$ cat src/rtl/lfsr_pkg.sv
// Shared LFSR constants: maximal-length tap masks for widths 3..16 and lock-up status type.
package lfsr_pkg;

  // Bit i set => state[i] feeds the XOR; shift is toward the MSB.
  localparam logic [2:0]  TAPS3  = 3'b110;
  localparam logic [3:0]  TAPS4  = 4'b1100;
  localparam logic [4:0]  TAPS5  = 5'b10100;
  localparam logic [5:0]  TAPS6  = 6'b110000;
  localparam logic [6:0]  TAPS7  = 7'b1100000;
  localparam logic [7:0]  TAPS8  = 8'hB8;
  localparam logic [8:0]  TAPS9  = 9'h110;
  localparam logic [9:0]  TAPS10 = 10'h240;
  localparam logic [10:0] TAPS11 = 11'h500;
  localparam logic [11:0] TAPS12 = 12'h829;
  localparam logic [12:0] TAPS13 = 13'h100D;
  localparam logic [13:0] TAPS14 = 14'h2015;
  localparam logic [14:0] TAPS15 = 15'h6000;
  localparam logic [15:0] TAPS16 = 16'hD008;

  typedef enum logic {
    LOCK_OK     = 1'b0,
    LOCK_REJECT = 1'b1
  } lock_status_e;

  function automatic logic [15:0] max_taps(input int unsigned width);
    case (width)
      3:       return 16'(TAPS3);
      4:       return 16'(TAPS4);
      5:       return 16'(TAPS5);
      6:       return 16'(TAPS6);
      7:       return 16'(TAPS7);
      8:       return 16'(TAPS8);
      9:       return 16'(TAPS9);
      10:      return 16'(TAPS10);
      11:      return 16'(TAPS11);
      12:      return 16'(TAPS12);
      13:      return 16'(TAPS13);
      14:      return 16'(TAPS14);
      15:      return 16'(TAPS15);
      16:      return TAPS16;
      default: return '0;
    endcase
  endfunction

endpackage

$ cat src/rtl/lfsr_period_mon.sv
// Tracks the start state, counts steps and reports the measured period and wrap pulses.
module lfsr_period_mon import lfsr_pkg::*; #(
  parameter int unsigned      WIDTH = 4,
  parameter logic [WIDTH-1:0] SEED  = WIDTH'(1)
) (
  input  logic             clk_i,
  input  logic             rst_ni,
  input  logic [WIDTH-1:0] state_next_i,
  input  logic             step_i,
  input  logic             load_i,
  output logic [WIDTH-1:0] period_o,
  output logic             period_vld_o,
  output logic             wrap_o
);

  logic [WIDTH-1:0] start_q, start_d;
  logic [WIDTH-1:0] cnt_q, cnt_d;
  logic [WIDTH-1:0] period_q, period_d;
  logic             vld_q, vld_d;
  logic             wrap_q, wrap_d;

  always_comb begin
    start_d  = start_q;
    cnt_d    = cnt_q;
    period_d = period_q;
    vld_d    = vld_q;
    wrap_d   = 1'b0;
    if (load_i) begin
      start_d = state_next_i;
      cnt_d   = '0;
      vld_d   = 1'b0;
    end else if (step_i) begin
      if (state_next_i == start_q) begin
        wrap_d   = 1'b1;
        period_d = cnt_q + 1'b1;
        vld_d    = 1'b1;
        cnt_d    = '0;
      end else if (cnt_q != '1) begin
        // Saturate so a start state that is never revisited cannot fake a wrap.
        cnt_d = cnt_q + 1'b1;
      end
    end
  end

  always_ff @(posedge clk_i) begin
    if (!rst_ni) begin
      start_q  <= SEED;
      cnt_q    <= '0;
      period_q <= '0;
      vld_q    <= 1'b0;
      wrap_q   <= 1'b0;
    end else begin
      start_q  <= start_d;
      cnt_q    <= cnt_d;
      period_q <= period_d;
      vld_q    <= vld_d;
      wrap_q   <= wrap_d;
    end
  end

  assign period_o     = period_q;
  assign period_vld_o = vld_q;
  assign wrap_o       = wrap_q;

endmodule

$ cat src/rtl/lfsr_gen.sv
// Parametrised Fibonacci LFSR with seed load, all-zero lock-up protection and period measurement.
module lfsr_gen import lfsr_pkg::*; #(
  parameter int unsigned      WIDTH = 4,
  parameter logic [WIDTH-1:0] TAPS  = TAPS4,
  parameter logic [WIDTH-1:0] SEED  = WIDTH'(1)
) (
  input  logic             clk,
  input  logic             rst_n,
  input  logic             en,
  input  logic             load,
  input  logic [WIDTH-1:0] seed_in,
  output logic [WIDTH-1:0] data_out,
  output logic             bit_out,
  output logic             wrap,
  output logic [WIDTH-1:0] period,
  output logic             period_vld,
  output logic             lockup_err
);

  if (WIDTH < 3 || WIDTH > 16) begin : g_bad_width
    $error("lfsr_gen: WIDTH must be in 3..16");
  end
  if (SEED == '0) begin : g_bad_seed
    $error("lfsr_gen: SEED must be non-zero");
  end
  if (!TAPS[WIDTH-1]) begin : g_bad_taps
    $error("lfsr_gen: TAPS must include the MSB");
  end

  logic [WIDTH-1:0] state_q, state_d;
  lock_status_e     lock_q, lock_d;
  logic             fb;
  logic             step;

  always_comb begin
    fb      = ^(state_q & TAPS);
    step    = en && !load;
    state_d = state_q;
    lock_d  = LOCK_OK;
    if (load) begin
      if (seed_in != '0) begin
        state_d = seed_in;
      end else begin
        state_d = SEED;
        lock_d  = LOCK_REJECT;
      end
    end else if (en) begin
      state_d = {state_q[WIDTH-2:0], fb};
    end
  end

  always_ff @(posedge clk) begin
    if (!rst_n) begin
      state_q <= SEED;
      lock_q  <= LOCK_OK;
    end else begin
      state_q <= state_d;
      lock_q  <= lock_d;
    end
  end

  lfsr_period_mon #(
    .WIDTH(WIDTH),
    .SEED (SEED)
  ) u_mon (
    .clk_i       (clk),
    .rst_ni      (rst_n),
    .state_next_i(state_d),
    .step_i      (step),
    .load_i      (load),
    .period_o    (period),
    .period_vld_o(period_vld),
    .wrap_o      (wrap)
  );

  assign data_out   = state_q;
  assign bit_out    = state_q[WIDTH-1];
  assign lockup_err = (lock_q == LOCK_REJECT);

endmodule

$ cat config.mk
export PLATFORM = sky130hd
export DESIGN_NAME = lfsr_gen
export DESIGN_NICKNAME = d
export VERILOG_FILES = /design/src/rtl/lfsr_pkg.sv /design/src/rtl/lfsr_period_mon.sv /design/src/rtl/lfsr_gen.sv
export SDC_FILE = /design/constraint.sdc
export NUM_CORES = 1
export LEC_CHECK = 0
export BUFFER_PORTS_ARGS = -buffer_cell sky130_fd_sc_hd__buf_4
export CORE_UTILIZATION = 45
export DETAILED_ROUTE_END_ITERATION = 8
export PLACE_DENSITY_LB_ADDON = 0.08
export SLEW_MARGIN = 20
export SYNTH_ARGS = -nofsm -noshare
export SYNTH_HDL_FRONTEND = slang
export SYNTH_HIERARCHICAL = 1
export SYNTH_SLANG_ARGS = --single-unit
export TNS_END_PERCENT = 5
$ cat constraint.sdc
create_clock -name clk -period 3 [get_ports clk]
set_clock_uncertainty 0.05 [all_clocks]
set_input_delay 0.3 -clock clk [delete_from_list [all_inputs] [get_ports clk]]
set_output_delay 0.3 -clock clk [all_outputs]
set_load 0.01 [all_outputs]
==> results.cfg <==
[outcome]
status = complete, no violations

[synth]
synth.net_count = 108
synth_mux_area_share_pct = 14.4
async_flop_share_pct = 0
synth-edff-count = 0
ys_ff_latch = 19
synth_xor_area_share_pct = 6.46
main_combinational_cell_family_by_area_after_synthesis = simple AND/OR/NAND/NOR gates
ys_warn_count = 6
synthSimpleGateAreaFrac_pct = 27.6
synthesized_area_fraction_occupied_by_ao_oa_aoi_and_oai_cells_pct = 6.46
seq_area_frac_synth_pct = 40.1
synthFlopType = sky130_fd_sc_hd__dfxtp_1
synth.avg_cell_area_um2 = 9.58
postSynthCellCount = 99
synth_fa_ha_area_share_pct = 1.32
mappedNetlistArea_um2 = 948
synth_cell_type_count = 32

[worst_hold_path]
holdPathEnd = lockup_err
min-delay-start = seed_in[2]
min-delay-path-class = in -> reg
min_delay_path_depth = 2

[setup_path]
family_with_the_most_delay_on_the_worst_path = simple AND/OR/NAND/NOR gates
worst-path-buf-inv = 0
path_class = reg -> reg
arrival_ns = 2.11
ff2ff_path_depth = 7
rr_startpoint = data_out[3]
ff2ff_setup_slack_ns = 1.03
setup.worst_path.end_class = flop
crit_required_ns = 3.14
cpPeakStageDelay_ns = 0.46
timing.rr.end = u_mon/period_o[1]
crit_path_max_fanout = 5
slowest_stage = sky130_fd_sc_hd__nor4_4
worstPathCellList = xnor2_1 -> a211o_1 -> nand2_1 -> xor2_1 -> nor4_4 -> nand3b_4 -> mux2i_1
critPathLaunchType = flop

[pwr]
static-leakage-power_uw = 0.000530
switching_share_pct = 26.8
peakVddDrop_mv = 0.290
internal_power_uw = 348
power.density_cell_area_nw_per_um2 = 424
share_seq_of_total_power_pct = 56.4
pwr-share-clk_pct = 27.4
p_comb_share_pct = 16.2
switchingPower_uw = 127

[clocking]
worstSkewPairLatency_ns = 0.30
cts-buffers-inserted = 3
post-cts-setup-buffer-count = 0
cts_root_buffer = sky130_fd_sc_hd__clkbuf_4
ctsResizeCount = 0
path_clk_slew_ns = 0.11
tritoncts_clock_tree = built
cts.sinks = 19
clockBufferDepth = 2
cts_max_level = 1
cts.hold.buffers_added = 0

[sta]
tightest_slew_ns = 0.665
maxSlewViolCount = 0
post-route-period-util_pct = 65.7
setup_violations = 0
fin_tns_setup_ns = 0
maxClockFrequency_ghz = 0.508
clock_period_minus_final_worst_setup_slack_ns = 1.97
setup_repair_after_global_routing_missed_its_margin = no
max-slew-margin-rel_pct = 55.5
final_hold_vio_count = 0

[placed_design]
numPortBuffers = 19
gp_congestion = 0.724
placedInstanceArea_um2 = 1090
detailed_place_hpwl_um = 1220
placed_cells = 140

[floorplan]
dieWidth_um = 47.9
floorplan_core_area_um2 = 1960
die-height_um = 47.9
ioPinCount = 20
dieArea_um2 = 2300
core.rowCount = 16
initial_utilization_pct = 48.3

[layout]
final_layout_size_suffix_gt1_share_pct = 24.8
layoutNonFillerInstCount = 144
final_design_area_no_fill_um2 = 1120
insertedDiodeCount = 0
numnets_final = 127
multi_input_comb_area_um2 = 533
seqCellArea_um2 = 380
fillCellCount = 210
synthToLayoutAreaGrowth_pct = 18.2

[drt]
antenna_violating_nets_post_route = 0
route.detailed.wl_per_inst_um = 11.5
drt_first_iter_violations = 6
drt_drc_violations_left = 0
postRouteWirelength_um = 1650
vias_per_cell = 4.92
route.vias.total = 709
firstDrtPassIters = 4

[grt]
vias_in_the_first_global_route = 595
grt_first_pass_wirelength_um = 2600
largest_net_degree_at_the_start_of_global_routing = 19
overflow = 0
grt_util_all_layers_pct = 16.4
grt_antenna_before_repair = 0

[run]
max_cap_viol_count = 0
routing by layer:
| layer | GRT usage [%] | up-vias | share of wire, % |
|---|---|---|---|
| li1 | - | 374 | - |
| met1 | 23.8 | 314 | 55 |
| met2 | 22.4 | 19 | 40 |
| met3 | 3.40 | 2 | 4.0 |
| met4 | 8.33 | 0 | 0.54 |
| met5 | 0 | - | 0 |
synth_stat cells, drive strengths merged, types with 4 or more instances:
cell	number	area, µm²
dfxtp	19	380
mux2i	11	110
nand2	11	41.3
nor2b	6	37.5
nand2b	5	31.3
xor2	5	43.8
and2	4	26.3
nand3	4	20.0
worst reg2reg max path, cell delays in order, from the launching register on:
cell                       delay, ns
sky130_fd_sc_hd__dfxtp_1        0.36
sky130_fd_sc_hd__xnor2_1        0.13
sky130_fd_sc_hd__a211o_1        0.31
sky130_fd_sc_hd__nand2_1        0.12
sky130_fd_sc_hd__xor2_1         0.11
sky130_fd_sc_hd__nor4_4         0.46
sky130_fd_sc_hd__nand3b_4       0.16
sky130_fd_sc_hd__mux2i_1        0.16
cell usage in the layout, fill, tap and decap left out, types with 2 or more instances in the layout:
cell type                  count
sky130_fd_sc_hd__nand2_1      11
sky130_fd_sc_hd__clkbuf_4      3
sky130_fd_sc_hd__nand2b_1      5
sky130_fd_sc_hd__mux2i_1      11
sky130_fd_sc_hd__and2_1        3
sky130_fd_sc_hd__a21oi_1       3
sky130_fd_sc_hd__buf_4        19
sky130_fd_sc_hd__xor2_1        5
sky130_fd_sc_hd__nor2_1        3
sky130_fd_sc_hd__o21ai_0       3
sky130_fd_sc_hd__nand4_1       2
sky130_fd_sc_hd__dfxtp_1      19
sky130_fd_sc_hd__nor4_1        2
sky130_fd_sc_hd__nand3_1       4
sky130_fd_sc_hd__nor2b_1       6
sky130_fd_sc_hd__xnor2_1       2
sky130_fd_sc_hd__nor3_1        2
cell type report:
type                       count  share of cell area (%)
timing repair buffer          19                    12.7
clock inverter                 1                   0.446
clock buffer                   3                    2.01
tap                           27                    3.01
multi-input combinational     74                    47.5
inverter                       1                   0.335
sequential                    19                    33.9
how the worst max path moves through the flow:
stage / from / cells past startpoint / to
final: data_out[3] / 7 / u_mon/period_o[1]
after global routing: data_out[3] / 6 / u_mon/period_o[1]
after CTS: data_out[3] / 7 / u_mon/period_o[1]
after detailed placement: en / 7 / u_mon/period_o[1]
after global placement: en / 7 / u_mon/period_o[2]
after floorplan: data_out[2] / 7 / u_mon/period_o[0]
per-stage QoR:
stage          setup slack (ns)  total power (µW)  hold slack [ns]  utilization [%]
2_1_floorplan              1.20               328            0.322                -
3_3_place_gp               1.04               351            0.396             55.7
3_5_place_dp              0.977               352            0.409             55.7
4_1_cts                    1.03               488            0.101             57.1
5_1_grt                   0.899               507           0.0964             57.1
6_report                   1.03               475            0.121             57.1
power by group through the flow:
stage          logic [µW]  clock network [µW]  registers [µW]
4_1_cts              78.0                 142             268
6_report             77.1                 130             268
3_3_place_gp         77.0                   0             274
2_1_floorplan        52.9                   0             275
3_5_place_dp         77.6                   0             274
5_1_grt              85.2                 152             270
sequential cells by signal (all words and copies together) (netlist names):
name                count
data_out                4
lockup_err              1
u_mon/cnt_q             4
u_mon/period_o          4
u_mon/period_vld_o      1
u_mon/start_q           4
u_mon/wrap_o            1
cell families (layout without fill, tap and decap cells):
group | Yosys count | in the layout
XOR/XNOR | 7 | 7
multiplexers | 13 | 13
buffers and inverters | 6 | 24
adder cells (fa/ha/maj) | 1 | 1
flip-flops | 19 | 19
AO/OA/AOI/OAI | 10 | 10
AND/OR/NAND/NOR | 43 | 43
(Power assumes the default switching activity.)
